File: config.mk
export PLATFORM = sky130hd
export DESIGN_NAME = sid_pot_ctrl
export DESIGN_NICKNAME = d
export VERILOG_FILES = /design/src/rtl/sid_pot_ctrl.sv
export SDC_FILE = /design/constraint.sdc
export NUM_CORES = 1
export LEC_CHECK = 0
export BUFFER_PORTS_ARGS = -buffer_cell sky130_fd_sc_hd__buf_2
export CORE_MARGIN = 1
export CORE_UTILIZATION = 39
export CTS_CLUSTER_SIZE = 12
export DETAILED_ROUTE_END_ITERATION = 12
export PLACE_DENSITY = 0.59
export SETUP_SLACK_MARGIN = 0.4
export SYNTH_ARGS = -nofsm -noshare
export SYNTH_HDL_FRONTEND = slang
export SYNTH_SLANG_ARGS = --single-unit
File: constraint.sdc
create_clock -name clk -period 3.3 [get_ports clk]
set_input_delay 0.33 -clock clk [delete_from_list [all_inputs] [get_ports clk]]
set_output_delay 0.33 -clock clk [all_outputs]
set_load 0.02 [all_outputs]
File: src/rtl/sid_pot_ctrl.sv
// SID POTX/POTY measurement sequencer: alternating discharge/charge phases, charge time -> 8-bit pot value.
// Latency: results land on potx/poty with pot_valid on the clk edge of the final charge-phase tick (one per 2*2^CNT_W ticks).
// Backpressure: none; results are strobed once per period and held until the next update.
//
// Ports:
//   clk        system clock
//   rst        asynchronous active-high reset
//   phi2       phi2 already synchronised to clk; state advances on its falling edge
//   charged    [0]=POTX pin, [1]=POTY pin reads back as charged (already synchronised)
//   discharge  registered; 1 = sink current on both POT pins
//   potx/poty  measured values (all-ones when the pin never charged in time)
//   pot_valid  one-clk strobe when potx/poty update
module sid_pot_ctrl #(
    parameter int CNT_W = 8
) (
    input  logic             clk,
    input  logic             rst,
    input  logic             phi2,
    input  logic [1:0]       charged,
    output logic             discharge,
    output logic [CNT_W-1:0] potx,
    output logic [CNT_W-1:0] poty,
    output logic             pot_valid
);

    typedef enum logic {
        ST_DISCHARGE = 1'b0,
        ST_CHARGE    = 1'b1
    } state_t;

    state_t           state;
    state_t           state_nxt;
    logic             phi2_d;
    logic             tick;
    logic             cnt_last;
    logic [CNT_W-1:0] cnt;
    logic [CNT_W-1:0] cap_x;
    logic [CNT_W-1:0] cap_y;
    logic [1:0]       done;
    logic [1:0]       hit;

    // phi2_d resets low, so a low phi2 right after reset cannot fake a falling edge.
    assign tick     = phi2_d & ~phi2;
    assign cnt_last = (cnt == {CNT_W{1'b1}});
    // First rising observation of each pin during a charge phase.
    assign hit      = charged & ~done;

    always_ff @(posedge clk or posedge rst) begin
        if (rst) begin
            phi2_d <= 1'b0;
        end else begin
            phi2_d <= phi2;
        end
    end

    // Phase changes only on the last tick of each phase.
    always_comb begin
        state_nxt = state;
        if (tick && cnt_last) begin
            case (state)
                ST_DISCHARGE: state_nxt = ST_CHARGE;
                ST_CHARGE:    state_nxt = ST_DISCHARGE;
                default:      state_nxt = ST_DISCHARGE;
            endcase
        end
    end

    // discharge is registered from the next state so it moves on the same edge as the state.
    always_ff @(posedge clk or posedge rst) begin
        if (rst) begin
            state     <= ST_DISCHARGE;
            discharge <= 1'b1;
        end else begin
            state     <= state_nxt;
            discharge <= (state_nxt == ST_DISCHARGE);
        end
    end

    always_ff @(posedge clk or posedge rst) begin
        if (rst) begin
            cnt       <= '0;
            done      <= '0;
            cap_x     <= '0;
            cap_y     <= '0;
            potx      <= '0;
            poty      <= '0;
            pot_valid <= 1'b0;
        end else begin
            pot_valid <= 1'b0;
            if (tick) begin
                cnt <= cnt + CNT_W'(1);
                if (state == ST_DISCHARGE) begin
                    // Pins are held low here; arm both channels for the coming charge phase.
                    if (cnt_last) begin
                        done <= '0;
                    end
                end else begin
                    if (hit[0]) begin
                        cap_x   <= cnt;
                        done[0] <= 1'b1;
                    end
                    if (hit[1]) begin
                        cap_y   <= cnt;
                        done[1] <= 1'b1;
                    end
                    // Uses done from before this tick: a first hit on the last tick
                    // counts as "never charged" and reports all-ones.
                    if (cnt_last) begin
                        potx      <= done[0] ? cap_x : '1;
                        poty      <= done[1] ? cap_y : '1;
                        pot_valid <= 1'b1;
                    end
                end
            end
        end
    end

endmodule

# [Yosys cells after proc, flatten, opt, wreduce, memory -nomap -nowiden]
# Cells that the tools add are included.
[word_totals] output_inout_bits=18 ff_bits=46 input_bits=5
[op_classes] n_bitwise=6 reduce_logical=7 add_sub_neg=1 muxes=11 n_eq_ne=3
[op_table] operator="$mux 8" n=2
[op_table] operator="$reduce_and 3->1" n=5
[op_table] operator="$add 8x1->8 const B" n=1
[op_table] operator="$eq 8x8->1 const B" n=1
[op_table] operator="$mux 1" n=6
[op_table] operator="$mux 2" n=2
[op_table] operator="$ne 2x1->1 const B" n=2
[op_table] operator="$not 1->1" n=3
[op_table] operator="$and 2x2->2" n=1
[op_table] operator="$not 2->2" n=1
[op_table] operator="$pmux 1 s2" n=1
[op_table] operator="$reduce_bool 2->1" n=1
[op_table] operator="$and 1x1->1" n=1
[op_table] operator="$logic_and 1x1->1" n=1

# [Longest topological paths before layout]
# Gate-level depths: netlist of the first run.
[logic_depth] depth_word=5 depth_mapped=5

# [Least setup slack after synthesis of the first run]
# OpenSTA, ideal clock, no wires.
[synth_timing] path_kind="reg2reg" startpoint="reg cnt[0]" endpoint="reg potx[6]" t_required_ps=3175 path_buffers=1 period_less_slack_ps=1826 path_slack_ps=1474 t_arrival_ps=1701 path_stages_with_launch=6 setup_time_ps=125 path_cell_list="dfrtp_1 ha_1 nand4b_4 nor4_4 buf_6 mux2_2"
[synth_via] elab_chain_cells=2
[synth_lines] item="start: declaration" line_no="36" text="logic [CNT_W-1:0] cnt;"
[synth_lines] item="start signal: assignment" line_no="91" text="cnt <= cnt + CNT_W'(1);"
[synth_lines] item="$eq 8x8->1" line_no="44" text="assign cnt_last = (cnt == {CNT_W{1'b1}});"
[synth_lines] item="$reduce_and 3->1 (no source line)"
[synth_lines] item="end signal: assignment" line_no="109" text="potx <= done[0] ? cap_x : '1;"
[synth_lines] item="end: declaration" line_no="21" text="output logic [CNT_W-1:0] potx,"
# No other way between the ends.
# A chain may end at the register's enable or synchronous reset.

# [Worst setup path after layout of the first run]
[layout_timing] startpoint="reg cnt[0]" endpoint="reg poty[1]"
[layout_via] elab_chain_cells=2
[layout_lines] item="$eq 8x8->1" line_no="44"
[layout_lines] item="$reduce_and 3->1 (no source line)"
[layout_lines] item="end signal: assignment" line_no="110" text="poty <= done[1] ? cap_y : '1;"
[layout_lines] item="end: declaration" line_no="22" text="output logic [CNT_W-1:0] poty,"
# No other way between the ends.

==> impl_results.md, run 1 <==
- Status: finished clean
- Number of synthesized register bits: 46
- Worst endpoint data arrival time: 2.35 ns
- GRT overflow: 0
- Pin slew with the least headroom to its limit: 0.569 ns
- Clk Latency, worst-skew pair: 0.29 ns
- WS Path Type: reg2reg
- TritonRoute pass-1 iters: 4
- Setup Buffers After CTS: 0
- CP max FO: 10
- Initial antenna violation count: 0
- Final ANT Viol Nets: 0
- Leak: 1.11 nW
- Ys flop type: dfrtp_1
- Max Root-Sink Buffers: 2
- Layout overhead on the synthesized area: 14.1%
- Fraction of layout instances using a drive strength above 1: 42.9%
- Max-slew violation count: 0
- Multi-input logic area: 732 um^2
- Async SR Flop Fraction: 100%
- Number of enable flip-flop cells after synthesis: 0
- Gpl congestion: 0.813
- DRC: 0
- Num Clock Sinks: 46
- Final setup violation count: 0
- Largest net degree at the start of global routing: 47
- Max cap viols: 0
- Average vias per placed instance: 4.76
- RSZ-0062 raised after global routing: false
- Fillers: 425
- TritonCTS buffer count: 5
- Tcrit/Tclk final: 65.6%
- Port bufs: 22
- Setup ws final: 1.13 ns
- Total Nets Final: 166
- CORE AREA: 4720 um^2
- Worst slew margin: 62.1%
- Post-synthesis net count: 140
- I/O Pins: 23
- Total Routed Length: 3.18 mm
- DRT iter0 DRCs: 78
- ANT cells: 0
- CTS HTree Levels: 2
- Via Count: 1086
- Register area: 1150 um^2
- Row cnt: 25
- Global-route wire length before repair: 5.35 mm
- Min Tclk post-route: 2.17 ns
- Post-place setup slack: 1.12 ns
- Initial Utilization: 40.7%
- Worst Hold Class: in2async
- Kind of end point of the critical path: register
- Clk pin slew, worst setup/hold paths: 0.08 ns
- Pwr dens: 507 nW/um^2
- Synth warnings: 0
- DIE AREA: 5210 um^2
- Detailed placer's ending HPWL: 2.22 mm
- Critical path required time: 3.48 ns
- Post-synthesis sequential area ratio: 60.0%
- Hold-fix buffers, CTS: 0
- Peak supply drop: 0.221 mV
- TNS Setup: 0 ns
- Number of global-route vias before repair: 1066
- Die X: 72.2 um
- Synthesized instance count: 134
- Synth Area per Inst: 14.3 um^2
- Clk_skew: 0.00453 ns
- Critical Path Source Type: register
- Post-CTS sizing: 0
- Synthesized area: 1920 um^2
- Hold violation count in the final report: 0
- Max frequency: 462 MHz
- Avg WL per Cell: 13.9 um
- Root buf cell: clkbuf_8
- Die Ht: 72.2 um
- Synth cell types: 25
- Total GRT Usage: 14.0%
- CTS tree: built
==> placed cells by master, fill, tap and decap left out <==
| cell | synthesis | routed |
|---|---|---|
| clkinv_1 | 0 | 1 |
| nand4b_4 | 1 | 1 |
| and4b_1 | 2 | 2 |
| nor4_4 | 1 | 1 |
| buf_2 | 2 | 22 |
| nand2b_1 | 16 | 16 |
| clkbuf_1 | 1 | 1 |
| nor4_1 | 1 | 1 |
| xnor2_1 | 5 | 5 |
| inv_1 | 2 | 1 |
| and2_1 | 1 | 1 |
| nand4b_1 | 1 | 1 |
| ha_1 | 1 | 1 |
| clkbuf_8 | 0 | 6 |
| nor2b_1 | 1 | 1 |
| buf_4 | 0 | 2 |
| dfstp_2 | 1 | 1 |
| mux2_2 | 33 | 33 |
| nor2_1 | 1 | 1 |
| nand3_1 | 2 | 2 |
| nand4_1 | 2 | 2 |
| nand2_1 | 4 | 4 |
| nor3_1 | 3 | 3 |
| dfrtp_1 | 45 | 45 |
| clkinv_2 | 0 | 1 |
| o21ba_2 | 2 | 2 |
| xor2_1 | 4 | 4 |
==> routing by layer <==
layer | share of wire [%] | vias to the layer above | GRT usage [%]
met3 | 3.0 | 5 | 4.58
met5 | 0 | - | 0
met4 | 1.7 | 0 | 6.54
li1 | - | 517 | -
met1 | 47 | 547 | 18.8
met2 | 48 | 17 | 20.6
==> cell families (layout without fill, tap and decap cells) <==
kind of cell | after synthesis | in the layout | synth area share [%]
XOR/XNOR | 9 | 9 | 4.10
flip-flops | 46 | 46 | 60.0
multiplexers | 33 | 33 | 19.3
buffers and inverters | 7 | 34 | 1.89
adder cells (fa/ha/maj) | 1 | 1 | 0.651
AND/OR/NAND/NOR | 36 | 36 | 13.0
AO/OA/AOI/OAI | 2 | 2 | 1.04
==> registers in the layout, indices dropped and copies added, names as in the netlist <==
register / flops
cap_x: 8
cap_y: 8
cnt: 8
discharge: 1
done: 2
phi2_d: 1
pot_valid: 1
potx: 8
poty: 8
state: 1
==> cell usage after synthesis, types with 2 or more instances <==
master	n	area, um^2
nand3_1	2	10.0
xor2_1	4	35.0
buf_2	2	10.0
xnor2_1	5	43.8
and4b_1	2	20.0
mux2_2	33	372
dfrtp_1	45	1130
nor3_1	3	15.0
nand2b_1	16	100
nand4_1	2	12.5
o21ba_2	2	20.0
nand2_1	4	15.0
inv_1	2	7.51
==> stage by stage <==
stage	instance area, um^2	total power [mW]	utilization (%)	hold slack, ns	std cells
3_3_place_gp	2100	0.770	44.5	0.479	220
2_1_floorplan	1920	0.735	-	0.361	134
5_1_grt	2190	1.17	46.4	0.170	228
4_1_cts	2190	1.12	46.4	0.177	228
6_report	2190	1.11	46.4	0.166	228
3_5_place_dp	2100	0.776	44.5	0.488	220
==> worst paths after layout <==
path / from / end / slack [ns] / depth (start not counted)
worst max-delay path: cnt[0] / poty[1] / 1.13 / 5
worst min-delay path: rst / potx[4] / 0.17 / 3
min in group clk: phi2 / phi2_d / 0.19 / 1
worst min register to register: cap_x[5] / cap_x[5] / 0.50 / 1
max in group asynchronous: rst / discharge / 2.75 / 3
worst max register to register: cnt[0] / poty[1] / 1.13 / 5
==> power by group <==
part	total (mW)	switching (mW)	internal, mW
logic	0.0918	0.0486	0.0432
clock network	0.347	0.178	0.169
registers	0.672	0.0720	0.600
==> cell type report <==
class	count	area share, %
clock buffers	7	3.94
clock inverters	1	0.228
inverters	2	0.342
multi-input cells	81	33.4
flip-flops and latches	46	52.6
well taps	67	3.82
repair buffers	24	5.71
==> worst max-delay path: stages (launching register included) <==
cell,delay (ns)
dfrtp_1,0.48
ha_1,0.28
nand4b_4,0.15
nor4_4,0.49
buf_4,0.29
mux2_2,0.35
Power figures use the tool's default switching activity.
==> run 2, diff against run 1 <==
- ABC_AREA: not set -> 1
- clock period: 3.3 -> 2.1 ns (I/O delays scaled with it)
==> run 2 against run 1 <==
  * Highest routed layer unchanged
  * Routed wire length rose by 10%
  * Hold slack worse by 0.13 ns
  * Utilization is 0.69 points higher
  * Non-clock buffer count did not move
  * Largest power group unchanged
  * Maximum frequency increased by 39%
  * Die area rose by 4.8%
  * Global-route usage increased by 1.5 points
  * Register-to-register slack worse by 0.59 ns
==> impl_results.md, run 2 <==
- Reg2Reg Launch Point: cnt[1]
- Register area: 1150 um^2 (unchanged)
- Max frequency: 643 MHz (+39%)
- Largest net degree at the start of global routing: 47 (unchanged)
- Worst Hold Class: in2async
- Clk Latency, worst-skew pair: 0.30 ns (about the same)
- Post-synth top cells: nand2_1, dfrtp_1, nor2_1, nand2_2, o21ai_2
- Fraction of layout instances using a drive strength above 1: 32.2% (-11 points)
- Tcrit/Tclk final: 74.0% (+8.4 points)
- Critical path required time: 2.30 ns (-1.18 ns)
- Number of synthesized register bits: 46 (unchanged)
- Setup ws final: 0.546 ns (-0.588 ns)
- Max Root-Sink Buffers: 2 (unchanged)
- Multi-input logic area: 759 um^2 (+3.8%)
- RSZ-0062 raised after global routing: false
- Initial antenna violation count: 0 (unchanged)
- DIE AREA: 5460 um^2 (+4.8%)
- Min Tclk post-route: 1.55 ns (-0.612 ns)
- Critical Path Source Type: register
- TritonCTS buffer count: 5 (unchanged)
- CORE AREA: 4850 um^2 (+2.6%)
- Root buf cell: clkbuf_8
- Hold violation count in the final report: 0 (unchanged)
- Final setup violation count: 0 (unchanged)
- TritonRoute pass-1 iters: 4 (unchanged)
- Worst endpoint data arrival time: 1.76 ns (-0.59 ns)
- Max cap viols: 0 (unchanged)
- Detailed placer's ending HPWL: 2.47 mm (+11%)
- Synthesized area: 2020 um^2 (+5.0%)
- DRT iter0 DRCs: 87 (+12%)
- Setup Buffers After CTS: 0 (unchanged)
- Hold-fix buffers, CTS: 0 (unchanged)
- Commonest non-fill, non-tap cell in the layout: nand2_1
- Pwr dens: 749 nW/um^2 (+48%)
- Final ANT Viol Nets: 0 (unchanged)
- Gpl congestion: 0.804 (-1.0%)
- Avg WL per Cell: 11.6 um (-17%)
- Status: finished clean
- TNS Setup: 0 ns (unchanged)
- Post-place setup slack: 0.532 ns (-0.588 ns)
- Layout overhead on the synthesized area: 13.3%
- Num Clock Sinks: 46 (unchanged)
- Synth warnings: 0 (unchanged)
- Ys flop type: dfrtp_1
- Leak: 1.25 nW (+13%)
- Placed instance count: 295 (+34%)
- Synthesized instance count: 209 (+56%)
- Total GRT Usage: 15.5% (+1.5 points)
- Die X: 73.9 um (+2.4%)
- CP max FO: 17 (+7)
- Total Power: 1.71 mW (+54%)
- Initial Utilization: 41.6% (+0.91 points)
- Hold_ws: 0.0316 ns (-0.134 ns)
- Via Count: 1367 (+26%)
- Synth cell types: 21 (-16%)
- GRT overflow: 0 (unchanged)
- Row cnt: 25 (unchanged)
- CTS tree: built
- Average vias per placed instance: 4.51 (-5.3%)
- Clk pin slew, worst setup/hold paths: 0.09 ns (about the same)
- Pin slew with the least headroom to its limit: 0.580 ns (+0.0109 ns)
- WS Path Type: reg2reg
- Post-CTS sizing: 0 (unchanged)
- Post-synthesis sequential area ratio: 57.2% (-2.8 points)
- Most frequent cells in the layout: nand2_1, dfrtp_1, buf_2
- Synth Area per Inst: 9.64 um^2 (-33%)
- Kind of end point of the critical path: register
- Fillers: 478 (+12%)
- CTS HTree Levels: 2 (unchanged)
- Global-route wire length before repair: 6.17 mm (+15%)
- Dominant cell type by area after synthesis: dfrtp_1
- Clk_skew: 0.00879 ns (+0.00425 ns)
- Worst slew margin: 61.4% (-0.72 points)
- Post-synthesis net count: 215 (+54%)
- Most frequent cell after synthesis: nand2_1
- Port bufs: 22 (unchanged)
- I/O Pins: 23 (unchanged)
- Number of global-route vias before repair: 1291 (+21%)
- Max-slew violation count: 0 (unchanged)
- Total Nets Final: 241 (+45%)
- Peak supply drop: 0.396 mV (+79%)
- Number of enable flip-flop cells after synthesis: 0 (unchanged)
- Die Ht: 73.9 um (+2.4%)
- Async SR Flop Fraction: 100% (unchanged)
- Top post-synthesis cells by area: dfrtp_1, nand2_1, o21ai_2
- CP Launch Point: cnt[1]
- DRC: 0 (unchanged)
- Non-Filler Instances: 303 (+33%)
- Post-synth top area share: 55.9% (-2.8 points)
- ANT cells: 0 (unchanged)
- Total Routed Length: 3.50 mm (+10%)
[run 2: cell types whose count changed after synthesis, moves of 10 or more]
| cell | before | now |
|---|---|---|
| nand2b_1 | 16 | 0 |
| o21ai_2 | 0 | 16 |
| inv_1 | 2 | 12 |
| nor2_1 | 1 | 21 |
| nand2_2 | 0 | 16 |
| nand2_1 | 4 | 62 |
| mux2_2 | 33 | 0 |
[run 2: final timing paths]
check	end	slack [ns]	depth (start not counted)
worst min-delay path	poty[2]	0.03	3
min in group clk	phi2_d	0.06	1
worst max-delay path	poty[3]	0.55	7
worst min register to register	cap_y[5]	0.49	2
worst max register to register	poty[3]	0.55	7
max in group asynchronous	done[1]	1.66	3
[run 2: cell type report]
cell class                      count  area share, %
Tap cell                           67           3.67
Inverter                           16           2.63
Clock inverter                      3          0.932
Clock buffer                        5           3.01
Sequential cell                    46           50.5
Multi-Input combinational cell    142           33.3
Timing Repair Buffer               24           6.03
[run 2: through the flow]
step	util [%]	instance area, um^2
after floorplan	-	2020
after global placement	45.2	2190
after detailed placement	45.2	2190
after CTS	47.1	2280
after global routing	47.1	2280
final	47.1	2280
[run 2: where the power goes]
part	leakage, nW	total [mW]	internal, mW	switching, mW
Sequential	0.627	1.00	0.937	0.0671
Clock	0.0441	0.543	0.234	0.309
Combinational	0.577	0.162	0.0524	0.110
[run 2: cell families (layout without fill, tap and decap cells)]
family | count (synthesis) | in the layout | synth area share, %
adders and majority gates | 1 | 1 | 0.621
AOI/OAI and AO/OA | 24 | 24 | 8.94
buffers and inverters | 21 | 48 | 5.15
DFF | 46 | 46 | 57.2
and+or+nand+nor | 113 | 113 | 26.4
xor gates and xnor gates | 4 | 4 | 1.74
[run 2: critical path, cell delays in order, from the launching register on]
cell,delay (ns)
dfrtp_1,0.42
ha_1,0.19
inv_1,0.05
nor2_2,0.17
nand3_4,0.27
buf_12,0.26
nand2_2,0.06
o21ai_2,0.05
[run 2: per-layer routing]
| layer | global-route usage (%) | up-vias | routed length (um) |
|---|---|---|---|
| li1 | - | 706 | - |
| met1 | 22.0 | 633 | 1830 |
| met2 | 22.1 | 21 | 1500 |
| met3 | 3.84 | 7 | 110 |
| met4 | 7.05 | 0 | 68 |
| met5 | 0 | - | 0 |
